===== src/rtl/spart_tx_fifo.sv =====
`timescale 1ns/1ps
// SPART transmitter with an N-entry transmit FIFO; frames are paced by the baud enable
// and go out back-to-back while data is queued.
module spart_tx_fifo #(
    parameter int DATA_BITS   = 8,
    parameter int PARITY_MODE = 0,
    parameter int STOP_BITS   = 1,
    parameter int FIFO_DEPTH  = 4
) (
    input  logic                          clk,
    input  logic                          rst,
    input  logic                          enable,
    input  logic                          iocs,
    input  logic                          iorw,
    input  logic [1:0]                    ioaddr,
    input  logic [7:0]                    data,
    output logic                          txd,
    output logic                          tbr,
    output logic                          tx_busy,
    output logic [$clog2(FIFO_DEPTH):0]   fifo_count,
    output logic                          ovf
);

    localparam int PW = $clog2(FIFO_DEPTH);
    localparam int CW = PW + 1;

    typedef enum logic [2:0] {
        IDLE,
        START,
        DATA,
        PARITY,
        STOP
    } state_t;

    state_t                 state;
    logic [DATA_BITS-1:0]   mem [FIFO_DEPTH];
    logic [PW-1:0]          wr_ptr;
    logic [PW-1:0]          rd_ptr;
    logic [DATA_BITS-1:0]   shift_reg;
    logic [2:0]             bit_cnt;
    logic                   stop_cnt;
    logic                   par_bit;

    logic push_req;
    logic clr_req;
    logic fifo_empty;
    logic fifo_full;
    logic last_stop;
    logic pop;
    logic push_ok;
    logic overflow;
    logic par_calc;

    always_comb begin
        push_req   = iocs & ~iorw & (ioaddr == 2'b00);
        clr_req    = iocs & ~iorw & (ioaddr == 2'b01);
        fifo_empty = (fifo_count == '0);
        fifo_full  = (fifo_count == CW'(FIFO_DEPTH));
        last_stop  = (state == STOP) && (stop_cnt == 1'(STOP_BITS - 1));
        pop        = enable && !fifo_empty && ((state == IDLE) || last_stop);
        // A full FIFO still accepts a push on the edge that pops its head.
        push_ok    = push_req && (!fifo_full || pop);
        overflow   = push_req && !push_ok;
        par_calc   = (^mem[rd_ptr]) ^ (PARITY_MODE == 2);
        tbr        = !fifo_full;
        tx_busy    = (state != IDLE) || !fifo_empty;
    end

    always_ff @(posedge clk) begin
        if (!rst && push_ok) begin
            mem[wr_ptr] <= data[DATA_BITS-1:0];
        end
    end

    always_ff @(posedge clk) begin
        if (rst) begin
            wr_ptr     <= '0;
            rd_ptr     <= '0;
            fifo_count <= '0;
            ovf        <= 1'b0;
        end else begin
            if (push_ok) begin
                wr_ptr <= wr_ptr + PW'(1);
            end
            if (pop) begin
                rd_ptr <= rd_ptr + PW'(1);
            end
            case ({push_ok, pop})
                2'b10:   fifo_count <= fifo_count + CW'(1);
                2'b01:   fifo_count <= fifo_count - CW'(1);
                default: fifo_count <= fifo_count;
            endcase
            if (overflow) begin
                ovf <= 1'b1;
            end else if (clr_req) begin
                ovf <= 1'b0;
            end
        end
    end

    always_ff @(posedge clk) begin
        if (rst) begin
            state     <= IDLE;
            txd       <= 1'b1;
            shift_reg <= '0;
            bit_cnt   <= '0;
            stop_cnt  <= 1'b0;
            par_bit   <= 1'b0;
        end else if (enable) begin
            case (state)
                IDLE: begin
                    txd <= 1'b1;
                    if (pop) begin
                        shift_reg <= mem[rd_ptr];
                        par_bit   <= par_calc;
                        state     <= START;
                        txd       <= 1'b0;
                    end
                end
                START: begin
                    state   <= DATA;
                    bit_cnt <= '0;
                    txd     <= shift_reg[0];
                end
                DATA: begin
                    if (bit_cnt == 3'(DATA_BITS - 1)) begin
                        stop_cnt <= 1'b0;
                        if (PARITY_MODE != 0) begin
                            state <= PARITY;
                            txd   <= par_bit;
                        end else begin
                            state <= STOP;
                            txd   <= 1'b1;
                        end
                    end else begin
                        // txd takes the next bit directly so it lines up with the shift.
                        shift_reg <= shift_reg >> 1;
                        txd       <= shift_reg[1];
                        bit_cnt   <= bit_cnt + 3'd1;
                    end
                end
                PARITY: begin
                    state    <= STOP;
                    stop_cnt <= 1'b0;
                    txd      <= 1'b1;
                end
                STOP: begin
                    if (last_stop) begin
                        if (pop) begin
                            shift_reg <= mem[rd_ptr];
                            par_bit   <= par_calc;
                            state     <= START;
                            txd       <= 1'b0;
                        end else begin
                            state <= IDLE;
                            txd   <= 1'b1;
                        end
                    end else begin
                        stop_cnt <= stop_cnt + 1'b1;
                        txd      <= 1'b1;
                    end
                end
                default: begin
                    state <= IDLE;
                    txd   <= 1'b1;
                end
            endcase
        end
    end

endmodule


===== config.mk =====
export PLATFORM = sky130hd
export DESIGN_NAME = spart_tx_fifo
export DESIGN_NICKNAME = d
export VERILOG_FILES = /design/src/rtl/spart_tx_fifo.sv
export SDC_FILE = /design/constraint.sdc
export NUM_CORES = 1
export LEC_CHECK = 0
export CAP_MARGIN = 20
export CORE_MARGIN = 3
export CORE_UTILIZATION = 37
export CTS_CLUSTER_SIZE = 16
export DETAILED_ROUTE_END_ITERATION = 10
export PLACE_DENSITY_LB_ADDON = 0.25
export SYNTH_ARGS = -nofsm -noshare
export SYNTH_HDL_FRONTEND = slang
export SYNTH_SLANG_ARGS = --single-unit

===== constraint.sdc =====
create_clock -name clk -period 2.6 [get_ports clk]
set_input_delay 0.26 -clock clk [delete_from_list [all_inputs] [get_ports clk]]
set_output_delay 0.26 -clock clk [all_outputs]
set_load 0.01 [all_outputs]

After elaboration in Yosys (flattened, before gate mapping)
Memories as Yosys holds them, arrays and structs flattened. A register that Yosys moved wholly into a read port is not among the register bits.
Cells that the tools add are included.
{"block": "classes", "add_sub_neg": 6, "n_eq_ne": 14, "n_mux": 25, "bitwise_logic": 5, "n_reduce_logical": 26}
{"operator": "$mux 8", "count": 3}
{"operator": "$pmux 8 s3", "count": 1}
{"operator": "$pmux 3 s5", "count": 1}
{"operator": "$mux 3", "count": 4}
{"operator": "$pmux 3 s2", "count": 2}
{"operator": "$reduce_and 4->1", "count": 3}
{"operator": "$mux 1", "count": 10}
{"operator": "$ne 2x2->1 const B", "count": 5}
{"operator": "$eq 3x3->1 const B", "count": 3}
{"operator": "$reduce_bool 3->1", "count": 3}
{"operator": "$add 3x1->3 const B", "count": 2}
{"operator": "$eq 3x2->1 const B", "count": 2}
{"operator": "$logic_and 1x1->1", "count": 6}
{"operator": "$logic_not 3->1", "count": 2}
{"operator": "$reduce_bool 2->1", "count": 3}
{"operator": "$add 2x1->2 const B", "count": 2}
{"operator": "$eq 2x1->1 const B", "count": 2}
{"operator": "$logic_not 1->1", "count": 4}
{"operator": "$mux 2", "count": 2}
{"operator": "$pmux 1 s4", "count": 1}
{"operator": "$and 1x1->1", "count": 3}
{"operator": "$eq 3x1->1 const B", "count": 1}
{"operator": "$logic_or 1x1->1", "count": 3}
{"operator": "$pmux 1 s3", "count": 1}
{"operator": "other kinds (6)", "count": 7}
{"block": "word_totals", "register_bits": 24, "ram_bits": 32, "inputBits": 15, "output_inout_bits": 7, "elab_cells": 86, "n_memories": 1}
{"name": "mem", "depth": 4, "word_bits": 8, "rd": 1, "rd_ports_with_merged_regs": 1, "write_ports": 1, "line": "36", "rtl": "logic [DATA_BITS-1:0] mem [FIFO_DEPTH];"}

Depth between registers and ports, before layout
{"block": "logic_depth", "depth_word": 9, "ltp_mapped": 11}

Worst setup path before layout
No wires, ideal clock.
{"block": "synth_timing", "kind": "reg2reg", "startpoint": "register fifo_count[0]", "endpoint": "register fifo_count[2]", "arrival_time_ps": 2443, "required_time_ps": 2529, "setup_slack_ps": 86, "stages_incl_launch_ff": 11, "path_buffers": 0, "synth_period_minus_slack_ps": 2514, "cell_sequence": "dfxtp_1 -> or3_4 -> nand4_4 -> a311oi_4 -> inv_4 -> ha_1 -> inv_1 -> fa_1 -> xor2_1 -> or3_2 -> a21oi_1"}
{"block": "synth_via", "elab_chain_len": 8, "word_cells_on_any_way": 14, "classes_between": "add/sub (2); eq/ne (3); mux (1); reduce/logical (8)"}
{"item": "start: declaration", "line": "20", "rtl": "output logic [$clog2(FIFO_DEPTH):0] fifo_count,"}
{"item": "start signal: assignment", "line": "89", "rtl": "2'b10: fifo_count <= fifo_count + CW'(1);"}
{"item": "start signal: assignment", "line": "90", "rtl": "2'b01: fifo_count <= fifo_count - CW'(1);"}
{"item": "start signal: assignment", "line": "91", "rtl": "default: fifo_count <= fifo_count;"}
{"item": "$logic_not 3->1", "line": "57", "rtl": "fifo_empty = (fifo_count == '0);"}
{"item": "$logic_not 1->1", "line": "60", "rtl": "pop = enable && !fifo_empty && ((state == IDLE) || last_stop);"}
{"item": "$logic_and 1x1->1 (2 in a row)", "line": "60"}
{"item": "$logic_or 1x1->1", "line": "62", "rtl": "push_ok = push_req && (!fifo_full || pop);"}
{"item": "$logic_and 1x1->1", "line": "62"}
{"item": "$eq 2x1->1 / $eq 2x2->1 (equally long branches)", "line": "88", "rtl": "case ({push_ok, pop})"}
{"item": "$pmux 3 s2 / $reduce_bool 2->1 (equally long branches)"}
Parallel ways exist; a longest one is shown, timed or not.
A chain may end at the register's enable or synchronous reset.

Worst setup path after layout
{"block": "layout_timing", "startpoint": "register fifo_count[1]", "endpoint": "register fifo_count[2]"}
Same word-level chain as after synthesis.

==> impl_metrics.py <==
metrics = {
    "finish": {
        "multiInputGateArea_um2": 1067,
        "drive_gt1_frac": 0.2531,
        "largest_register_ffs": 32,
        "final_net_count": 263,
        "antenna_cells": 0,
        "seq_area_um2": 1483,
        "fill_cells": 673,
        "syn2layout_area_growth_pct": 22.42,
        "final_cells": 341,
    },
    "timing": {
        "period_minus_slack_ns": 2.464,
        "slew_headroom": 0.6006,
        "drv_slew": 0,
        "fin_worst_skew_ns": 0.006000,
        "fin_ws_ns": 0.1365,
        "fin_tns_setup_ns": 0,
        "hold_violations": 0,
        "post-route-period-util": 0.9475,
        "setup_violations": 0,
        "fmax_mhz": 405.9,
        "rsz0062_at_grt": "false",
        "tightestPinTransition_ns": 0.5991,
    },
    "power": {
        "leakage_nw": 1.081,
        "pwr_density_cell_nw_per_um2": 663.6,
        "peakVddDrop_mv": 0.3802,
    },
    "run_status": {
        "outcome": "finished, final reports clean",
    },
    "synthesis": {
        "yosys.area_share.xor_xnor": 0.009850,
        "yosysSeqAreaShare": 0.5553,
        "synth-simple-area-share": 0.1327,
        "netlist_instances": 204,
        "synth_top_family_by_area": "simple AND/OR/NAND/NOR gates",
        "ys_top_cells_by_area": "edfxtp_1, dfxtp_1, mux4_2, mux2i_1, ha_1",
        "ys_ff_latch": 58,
        "yosys.cell_types.count": 42,
        "synth_adder_area_share": 0.04034,
        "synth_edf_count": 32,
        "netlist.area_leader.share": 0.3602,
        "ys_async_sr_fraction": 0,
        "synth_compound_area_frac": 0.1079,
        "syn_nets": 227,
        "avgSynthCellArea_um2": 13.08,
        "ys.flop_type": "edfxtp_1",
        "synth_area_leader_cell": "edfxtp_1",
        "synth_mux_area_frac": 0.1069,
        "syn_area_um2": 2668,
        "yosys_warnings": 0,
    },
    "worst_hold_path": {
        "hp-class": "reg -> reg",
        "hold_depth": 2,
        "min-delay-start": "shift_reg[0]",
    },
    "clock_tree": {
        "cts_made_buffers": 9,
        "cts_tree": "yes",
        "cts_root_buf": "clkbuf_8",
        "cts_buffer_depth": 2,
        "hold_buffers": 0,
        "cts_sinks": 58,
        "cts_max_level": 3,
        "clk_latency_ns": 0.34,
        "path_clk_slew_ns": 0.07,
    },
    "routing": {
        "via_per_inst": 4.774,
        "drt-pass1-iter-count": 4,
        "ant_nets": 0,
        "drc_errors": 0,
        "wire_per_inst_um": 13.65,
        "vias": 1628,
        "drt_iter0_markers": 50,
        "wl_mm": 4.653,
    },
    "floorplanning": {
        "dieArea_um2": 8265,
        "start_util": 0.3862,
        "die_w_um": 90.91,
        "ios": 22,
        "core_area_um2": 6907,
        "die_y_um": 90.91,
        "fp-row-count": 30,
    },
    "critical_path": {
        "arrival_ns": 2.74,
        "startpoint": "fifo_count[1]",
        "r2r_cells": 10,
        "end_kind": "register",
        "r2r_start": "fifo_count[1]",
        "critPathKind": "reg -> reg",
        "worstPathRequired_ns": 2.87,
        "critPathMaxFanout": 5,
        "start_kind": "register",
    },
    "grt": {
        "antenna_found_initial": 0,
        "track_usage": 0.1258,
        "grt_overflow": 0,
        "grt_pass1_vias": 1633,
        "grt_pass1_wl_mm": 7.990,
        "grt_max_degree": 17,
    },
    "place": {
        "dp.cells": 324,
        "port_buffers": 21,
        "pre_cts_ws_ns": 0.1192,
        "gp_congestion": 0.7316,
        "hpwl_mm": 3.158,
    },
    "flow_run": {
        "cap_violations": 0,
    },
}
-- layer usage --
layer / GRT usage / up-vias / part of all wire
li1: - / 821 / -
met1: 0.1541 / 768 / 0.44
met2: 0.1939 / 32 / 0.49
met3: 0.04917 / 7 / 0.046
met4: 0.06030 / 0 / 0.018
met5: 0 / - / 0
-- stage by stage --
step                utilization  area (um^2)  hold WS [ns]  total power, W
detailed placement       0.4380         3025        0.4668        0.001258
floorplan                     -         2668        0.3587        0.001180
global route             0.4728         3266        0.5240        0.002261
CTS                      0.4707         3251        0.4750        0.002194
finish                   0.4728         3266        0.4752        0.002167
global placement         0.4380         3025        0.4581        0.001254
-- critical path, cell delays in order, from the launching register on --
cell      delay, ns
dfxtp_2        0.34
or3_4          0.41
nand4_4        0.13
a311oi_4       0.12
inv_4          0.08
ha_2           0.18
inv_1          0.05
fa_1           0.37
xor2_1         0.16
or3_2          0.42
a21oi_2        0.14
-- report_power, final --
part	internal, W	switching [W]
logic	0.000124	0.000111
registers	0.000985	0.0000212
clock network	0.000545	0.000380
total	0.00165	0.000513
-- layout by cell type (no fill, tap or decap), drive strengths merged, types with 3 or more instances in the layout --
cell type and instances:
nand2b 6, nor3b 6, o21ai 16, nor2 17
dfxtp 26, clkbuf 9, edfxtp 32, a22oi 4
or3 11, buf 16, a21oi 11, clkdlybuf4s50 21
ha 7, nor2b 3, mux4 8, nand2 6
inv 11, mux2i 9
-- timing repair --
item	4_1_cts	5_1_grt
gates resized for setup	0	3
buffers inserted	0	1
endpoints found under the setup margin	0	1
-- cell families after synthesis --
| group | Yosys count |
|---|---|
| compound gates | 41 |
| xor+xnor | 3 |
| fa+ha+maj | 8 |
| buf+inv | 22 |
| flops | 58 |
| mux | 18 |
| simple gates | 54 |
-- worst paths after layout --
kind / endpoint / slack [ns]
max: fifo_count[2] / 0.14
min: shift_reg[0] / 0.48
max reg2reg: fifo_count[2] / 0.14
min reg2reg: shift_reg[0] / 0.48
-- synthesized netlist by cell type (2+ instances only) --
cell,n
a211oi_1,2
a21oi_1,11
a22oi_1,4
buf_2,2
buf_4,4
buf_6,3
clkbuf_1,3
dfxtp_1,26
edfxtp_1,32
ha_1,7
inv_1,9
mux2i_1,9
mux4_2,8
nand2_1,5
nand2b_1,6
nor2_1,16
nor2b_1,3
nor3b_2,5
o21ai_0,16
or2_2,2
or3_1,7
or3_2,3
xor2_1,2
-- final cells by class --
type	count	share of cell area
timing repair buffer	37	0.1011
inverter	10	0.01226
tap	96	0.03678
clock inverter	7	0.03103
sequential	58	0.4540
clock buffer	9	0.03793
multi-input combinational	124	0.3268
No activity file was read; power rests on OpenSTA's default activity.
